--- src/rtl/cuenta_unos_n.sv ---
// cuenta_unos_n: serial bit-population counter.
// An N-bit operand (optionally inverted to count zeros) is loaded into a
// shift register and drained LSB first, one bit per clock, into an
// accumulator. With ATAJO=1 the run stops as soon as no 1s remain, so the
// latency tracks the position of the most significant 1. The result is held
// with a level `fin` flag until the next start.
module cuenta_unos_n #(
    parameter int N = 8,
    parameter bit ATAJO = 1'b1,
    localparam int CW = $clog2(N + 1)
) (
    input  logic          clk,
    input  logic          reset,
    input  logic          start,
    input  logic          modo,
    input  logic [N-1:0]  Valor,
    output logic [CW-1:0] Cuenta,
    output logic          fin,
    output logic          ocupado
);

    // Operand width expressed in the accumulator/counter width, used to
    // preload the remaining-bit counter.
    localparam logic [CW-1:0] N_CW = CW'(N);

    typedef enum logic [1:0] {
        REPOSO,
        DESPLAZA,
        FIN
    } estado_t;

    estado_t       estado;
    logic [N-1:0]  q;         // shift register, drained LSB first
    logic [CW-1:0] a;         // accumulator; never exceeds N
    logic [CW-1:0] k;         // bits still to shift

    logic [N-1:0]  carga;     // operand as it will be loaded (maybe inverted)
    logic [N-1:0]  q_desp;    // shift register after one right shift
    logic [CW-1:0] a_suma;    // accumulator plus the bit leaving the register
    logic          carga_cero;
    logic          desp_cero;
    logic          ultimo;    // this shift edge is the last one of the run

    // Next-value datapath shared by the load and shift paths.
    always_comb begin
        carga      = modo ? ~Valor : Valor;
        q_desp     = q >> 1;
        a_suma     = a + CW'(q[0]);
        carga_cero = (carga == '0);
        desp_cero  = (q_desp == '0);
        // With the shortcut the run ends once no 1s are left; otherwise
        // only after all N bits have been shifted out.
        ultimo     = ATAJO ? desp_cero : (k == CW'(1));
    end

    // Control unit and datapath registers, with registered status outputs.
    always_ff @(posedge clk) begin
        // NOTE: every state register uses non-blocking assignments so all
        // of them update from the same pre-edge values; the reset is
        // synchronous, so it lives inside the clocked branch, not the list.
        if (!reset) begin
            estado  <= REPOSO;
            q       <= '0;
            a       <= '0;
            k       <= '0;
            fin     <= 1'b0;
            ocupado <= 1'b0;
        end else begin
            case (estado)
                REPOSO, FIN: begin
                    // A start in FIN reloads exactly like a start in REPOSO;
                    // without start both states simply hold A and Q.
                    if (start) begin
                        q <= carga;
                        a <= '0;
                        k <= N_CW;
                        if (ATAJO && carga_cero) begin
                            estado  <= FIN;
                            fin     <= 1'b1;
                            ocupado <= 1'b0;
                        end else begin
                            estado  <= DESPLAZA;
                            fin     <= 1'b0;
                            ocupado <= 1'b1;
                        end
                    end
                end
                DESPLAZA: begin
                    // start, modo and Valor are deliberately ignored here.
                    a <= a_suma;
                    q <= q_desp;
                    k <= k - CW'(1);
                    if (ultimo) begin
                        estado  <= FIN;
                        fin     <= 1'b1;
                        ocupado <= 1'b0;
                    end
                end
                default: begin
                    estado  <= REPOSO;
                    fin     <= 1'b0;
                    ocupado <= 1'b0;
                end
            endcase
        end
    end

    assign Cuenta = a;

endmodule

--- config.mk ---
export PLATFORM = sky130hd
export DESIGN_NAME = cuenta_unos_n
export DESIGN_NICKNAME = d
export VERILOG_FILES = /design/src/rtl/cuenta_unos_n.sv
export SDC_FILE = /design/constraint.sdc
export NUM_CORES = 1
export LEC_CHECK = 0
export BUFFER_PORTS_ARGS = -buffer_cell sky130_fd_sc_hd__clkbuf_2
export CORE_MARGIN = 10
export CORE_UTILIZATION = 50
export DETAILED_ROUTE_END_ITERATION = 12
export GPL_TIMING_DRIVEN = 0
export PLACE_DENSITY = 0.82
export SLEW_MARGIN = 0
export SYNTH_ARGS = -nofsm -noshare
export SYNTH_HDL_FRONTEND = slang
export SYNTH_SLANG_ARGS = --single-unit
--- constraint.sdc ---
create_clock -name clk -period 2.3 [get_ports clk]
set_input_delay 0.23 -clock clk [delete_from_list [all_inputs] [get_ports clk]]
set_output_delay 0.23 -clock clk [all_outputs]
set_load 0.005 [all_outputs]
-- Word-level counts from Yosys, hierarchy flattened
Cells that the tools add are included.
- mux-type cells: 17
- bitwise gates (word level): 1
- $add $sub $neg: 1
- reductions and logical operators: 7
- eq/ne operators: 4
- operators by type and width (operator ; number):
    8-bit zero test ; 2
    8-bit two-way mux ; 2
    8-bit one-hot mux with 2 select lines ; 1
    8-bit inverter ; 1
    4-bit one-hot mux with 2 select lines ; 1
    1-bit two-way mux ; 6
    2-bit two-way mux ; 3
    4-bit by 1-bit adder with 4-bit output ; 1
    4-bit two-way mux ; 1
    2-bit != test (second input constant) ; 2
    1-bit one-hot mux with 2 select lines ; 2
    2-bit one-hot mux with 2 select lines ; 1
    2-bit AND reduction ; 2
    2-bit by 1-bit equality test with 1-bit output (second input constant) ; 1
    2-bit equality test (second input constant) ; 1
    2-bit zero test ; 1
    2-bit nonzero test ; 1
    2-bit OR reduction ; 1
- output and inout bits: 6
- word-level logic and storage cells: 35
- input bits: 12
- flip-flop bits (word level): 16

-- Logic depth before layout (Yosys ltp)
- word-level depth: 6
- mapped depth: 6
- depth with buffers taken out: 6

-- Least setup slack after synthesis
Ideal clock, no wire load.
- path kind: reg-to-reg
- from: register fin (netlist name)
- to: register fin
- buffers on the path: 1
- clock period less this slack: 1.191 ns
- data required time: 2.185 ns
- setup slack: 1.109 ns
- library setup time: 0.115 ns
- data arrival time: 1.076 ns
- stages on the path, launching flop included: 5
- cell sequence: dfxtp_1 -> and2b_4 -> buf_4 -> a41o_1 -> a31o_1
- RTL lines (item ; RTL line ; RTL):
    end signal, assigned ; 66 ; fin <= 1'b0;
    end signal, assigned ; 79 ; fin <= 1'b1;
    end signal, assigned ; 83 ; fin <= 1'b0;
    end, declared ; 18 ; output logic fin,

-- Final worst setup path
- from: register q[4]
- to: register ocupado
- word-level cells in the longest chain between the ends: 3
- RTL lines (item ; RTL line ; RTL):
    start, declared ; 33 ; logic [N-1:0] q;
    start signal, assigned ; 74 ; q <= carga;
    start signal, assigned ; 91 ; q <= q_desp;
    8-bit zero test ; 50 ; desp_cero = (q_desp == '0);
    2-bit != test (no line) ; - ;
    2-bit AND reduction (no line) ; - ;
    end signal, assigned ; 67 ; ocupado <= 1'b0;
    end signal, assigned ; 80 ; ocupado <= 1'b0;
    end signal, assigned ; 84 ; ocupado <= 1'b1;
    end, declared ; 19 ; output logic ocupado
Every way passes these cells.
A chain may end at the register's enable or synchronous reset.

==> results.md <==
- Cell Pwr Density: 605 nW/um^2
- Final slew viol count: 0
- DR DRC count: 0
- Fill count: 143
- Final setup TNS: 0 ns
- Multi-input gate area: 504 um^2
- Clk pin slew, worst setup/hold paths: 0.08 ns
- Cts repair resizes: 0
- Yosys warning count: 0
- Largest net degree at the start of global routing: 11
- Final core utilization: 0.629
- Ys flop type: dfxtp_1
- Initial Util: 0.544
- Vias per cell: 5.60
- Synthesized area: 838 um^2
- Share of total power in sequential cells: 0.506
- Commonest cells in the netlist: dfxtp_1 (15), a22oi_1 (10), nand2_1 (10)
- Cell count after synthesis: 89
- Via count: 705
- Clk_lat worst skew: 0.29 ns
- Initial DRC Count: 10
- Row cnt: 14
- Drt wl/cell: 13.9 um
- Hold Buf Count CTS: 0
- Ranking of synthesized cells by area: dfxtp_1 (36%), a22oi_1 (9.0%), xor2_1 (8.4%)
- Final Wtd Congestion: 0.771
- Antenna violations before repair: 0
- Drt first pass iters: 4
- Logic gate share of total power: 0.237
- Net Sw Frac: 0.297
- Syn Area/Cell: 9.42 um^2
- DIE AREA: 3710 um^2
- Sequential area share after synthesis: 0.358
- Leakage: 0.415 nW
- Count leader, synth: dfxtp_1
- Critical-path cell list: nor4_1 -> a21boi_0 -> o211ai_1 -> o21ai_0
- # setup viols final: 0
- NetSw: 0.174 mW
- Gr usage total: 0.105
- Layout cells sized above 1: 0.273
- IO buf count: 17
- Synth top area share: 0.358
- Post-DP HPWL: 1410 um
- Number of unique standard cell types used by synthesis: 33
- CTS max path bufs: 2
- Clock network fraction of design power: 0.257
- Worst Path Max Fanout: 3
- Post-synth top area cell: dfxtp_1
- CTS H-tree depth: 1
- Root buf cell: clkbuf_4
- First-pass GRT wire length: 3020 um
- CP max stage delay: 0.38 ns
- Min-delay src: reset
- Worst slew pin tran: 0.353 ns
- Final hold violation count: 0
- Clock Skew: 0.00305 ns
- ANT cells: 0
- Overflow after GRT: 0
- Crit. Startpoint: q[4]$_SDFFE_PN0P_
- Critical Path RT: 2.47 ns
- CTS tree: done
- Syn Nets: 103
- CP Launch Type: flip-flop
- Reg area: 300 um^2
- Die W: 60.9 um
- Worst Path Arrival: 1.47 ns
- Internal power: 0.413 mW
- Maxcap violations: 0
- Inst Count DP: 122
- Relative slew slack: 0.762
- Synth async-reset ratio: 0
- Area grow syn2layout: 15.7%
- Fin area: 970 um^2
- CP max-delay cell: nor4_1
- Nets@finish: 125
- Layout Cells excl Fill: 126
- Fmax: 0.771 GHz
- Vias in the first global route: 717
- Critical Path End Type: flip-flop
- Final period util: 0.564
- Num ports: 18
- Run status: completed
- Total CTS buffers: 3
- DP Area: 943 um^2
- Seq cells post-synth: 15
- Critical path type: flip-flop to flip-flop
- Post-synth EDFFs: 0
- ANT nets after route: 0
- Routed wire length: 1750 um
- HP Class: primary input to flip-flop
- Die height: 60.9 um
- CORE AREA: 1540 um^2
- Maximum vdd drop: 0.284 mV
- Worst R2R Start: q[4]$_SDFFE_PN0P_
- RSZ-0062 raised after global routing: false
- # Post-CTS Setup Buffers: 0
- Minimum clock period: 1.30 ns
- Clk sinks: 15
-- metal layers --
layer,global-route usage,vias to the layer above,wire [um]
met5,0,-,0
met4,0.0564,0,44
met3,0.0418,5,141
met2,0.172,21,797
met1,0.114,310,768
li1,-,369,-
-- final cells by class --
| type | count | share of cell area |
|---|---|---|
| plain buffers | 4 | 0.0348 |
| repair buffers | 17 | 0.0877 |
| multi-input cells | 70 | 0.520 |
| flip-flops and latches | 15 | 0.310 |
| clock buffers | 4 | 0.0271 |
| well taps | 16 | 0.0206 |
-- registers in the layout, summed over array words and instances, names as in the netlist --
signal   count
estado       1
q            8
ocupado      1
Cuenta       4
fin          1
-- worst paths after layout --
| check | to | slack (ns) | cells past startpoint |
|---|---|---|---|
| max | ocupado$_SDFFE_PN0P_ | 1.00 | 4 |
| min | q[2]$_SDFFE_PN0P_ | 0.27 | 2 |
| max reg2reg | ocupado$_SDFFE_PN0P_ | 1.00 | 4 |
| min reg2reg | q[0]$_SDFFE_PN0P_ | 0.47 | 2 |
-- power groups by stage --
stage / Sequential [mW] / Clock, mW / Combinational (mW)
global placement: 0.303 / 0 / 0.136
finish: 0.297 / 0.151 / 0.139
global route: 0.299 / 0.171 / 0.156
detailed placement: 0.303 / 0 / 0.140
CTS: 0.297 / 0.158 / 0.140
floorplan: 0.300 / 0 / 0.0997
-- per-stage QoR --
| step | power, mW | setup slack [ns] | hold slack [ns] |
|---|---|---|---|
| detailed placement | 0.443 | 0.991 | 0.465 |
| CTS | 0.595 | 1.02 | 0.261 |
| global placement | 0.438 | 1.04 | 0.456 |
| global route | 0.625 | 0.894 | 0.271 |
| floorplan | 0.399 | 1.11 | 0.384 |
| finish | 0.587 | 1.00 | 0.274 |
-- cells by family (layout without fill, tap and decap cells) --
kind of cell	Yosys count	after routing	synth area share
multiplexers	1	1	0.0119
flip-flops	15	15	0.358
AO/OA/AOI/OAI	26	26	0.230
XOR/XNOR	8	8	0.0836
AND/OR/NAND/NOR	33	33	0.246
buffers and inverters	4	25	0.0403
adder cells (fa/ha/maj)	2	2	0.0298
-- cells in the final DEF (no fill, tap or decap), types with 2 or more instances in the layout --
cell | netlist | routed
dfxtp_1 | 15 | 15
o21ai_0 | 3 | 3
buf_6 | 2 | 2
clkbuf_4 | 0 | 3
nand3_1 | 2 | 2
clkbuf_1 | 1 | 2
ha_1 | 2 | 2
nor2b_1 | 3 | 3
xor2_1 | 8 | 8
a22oi_1 | 10 | 10
nor3_1 | 2 | 2
nand2_1 | 10 | 10
nor2_1 | 3 | 3
a21boi_0 | 8 | 8
clkbuf_2 | 0 | 17
-- critical path, delay by kind of cell, from the launching register on --
family | cells | cell delay (ns)
compound gates | 3 | 0.47
flops | 1 | 0.34
simple gates | 1 | 0.38
Note: power is estimated with default switching activity, not from simulation.
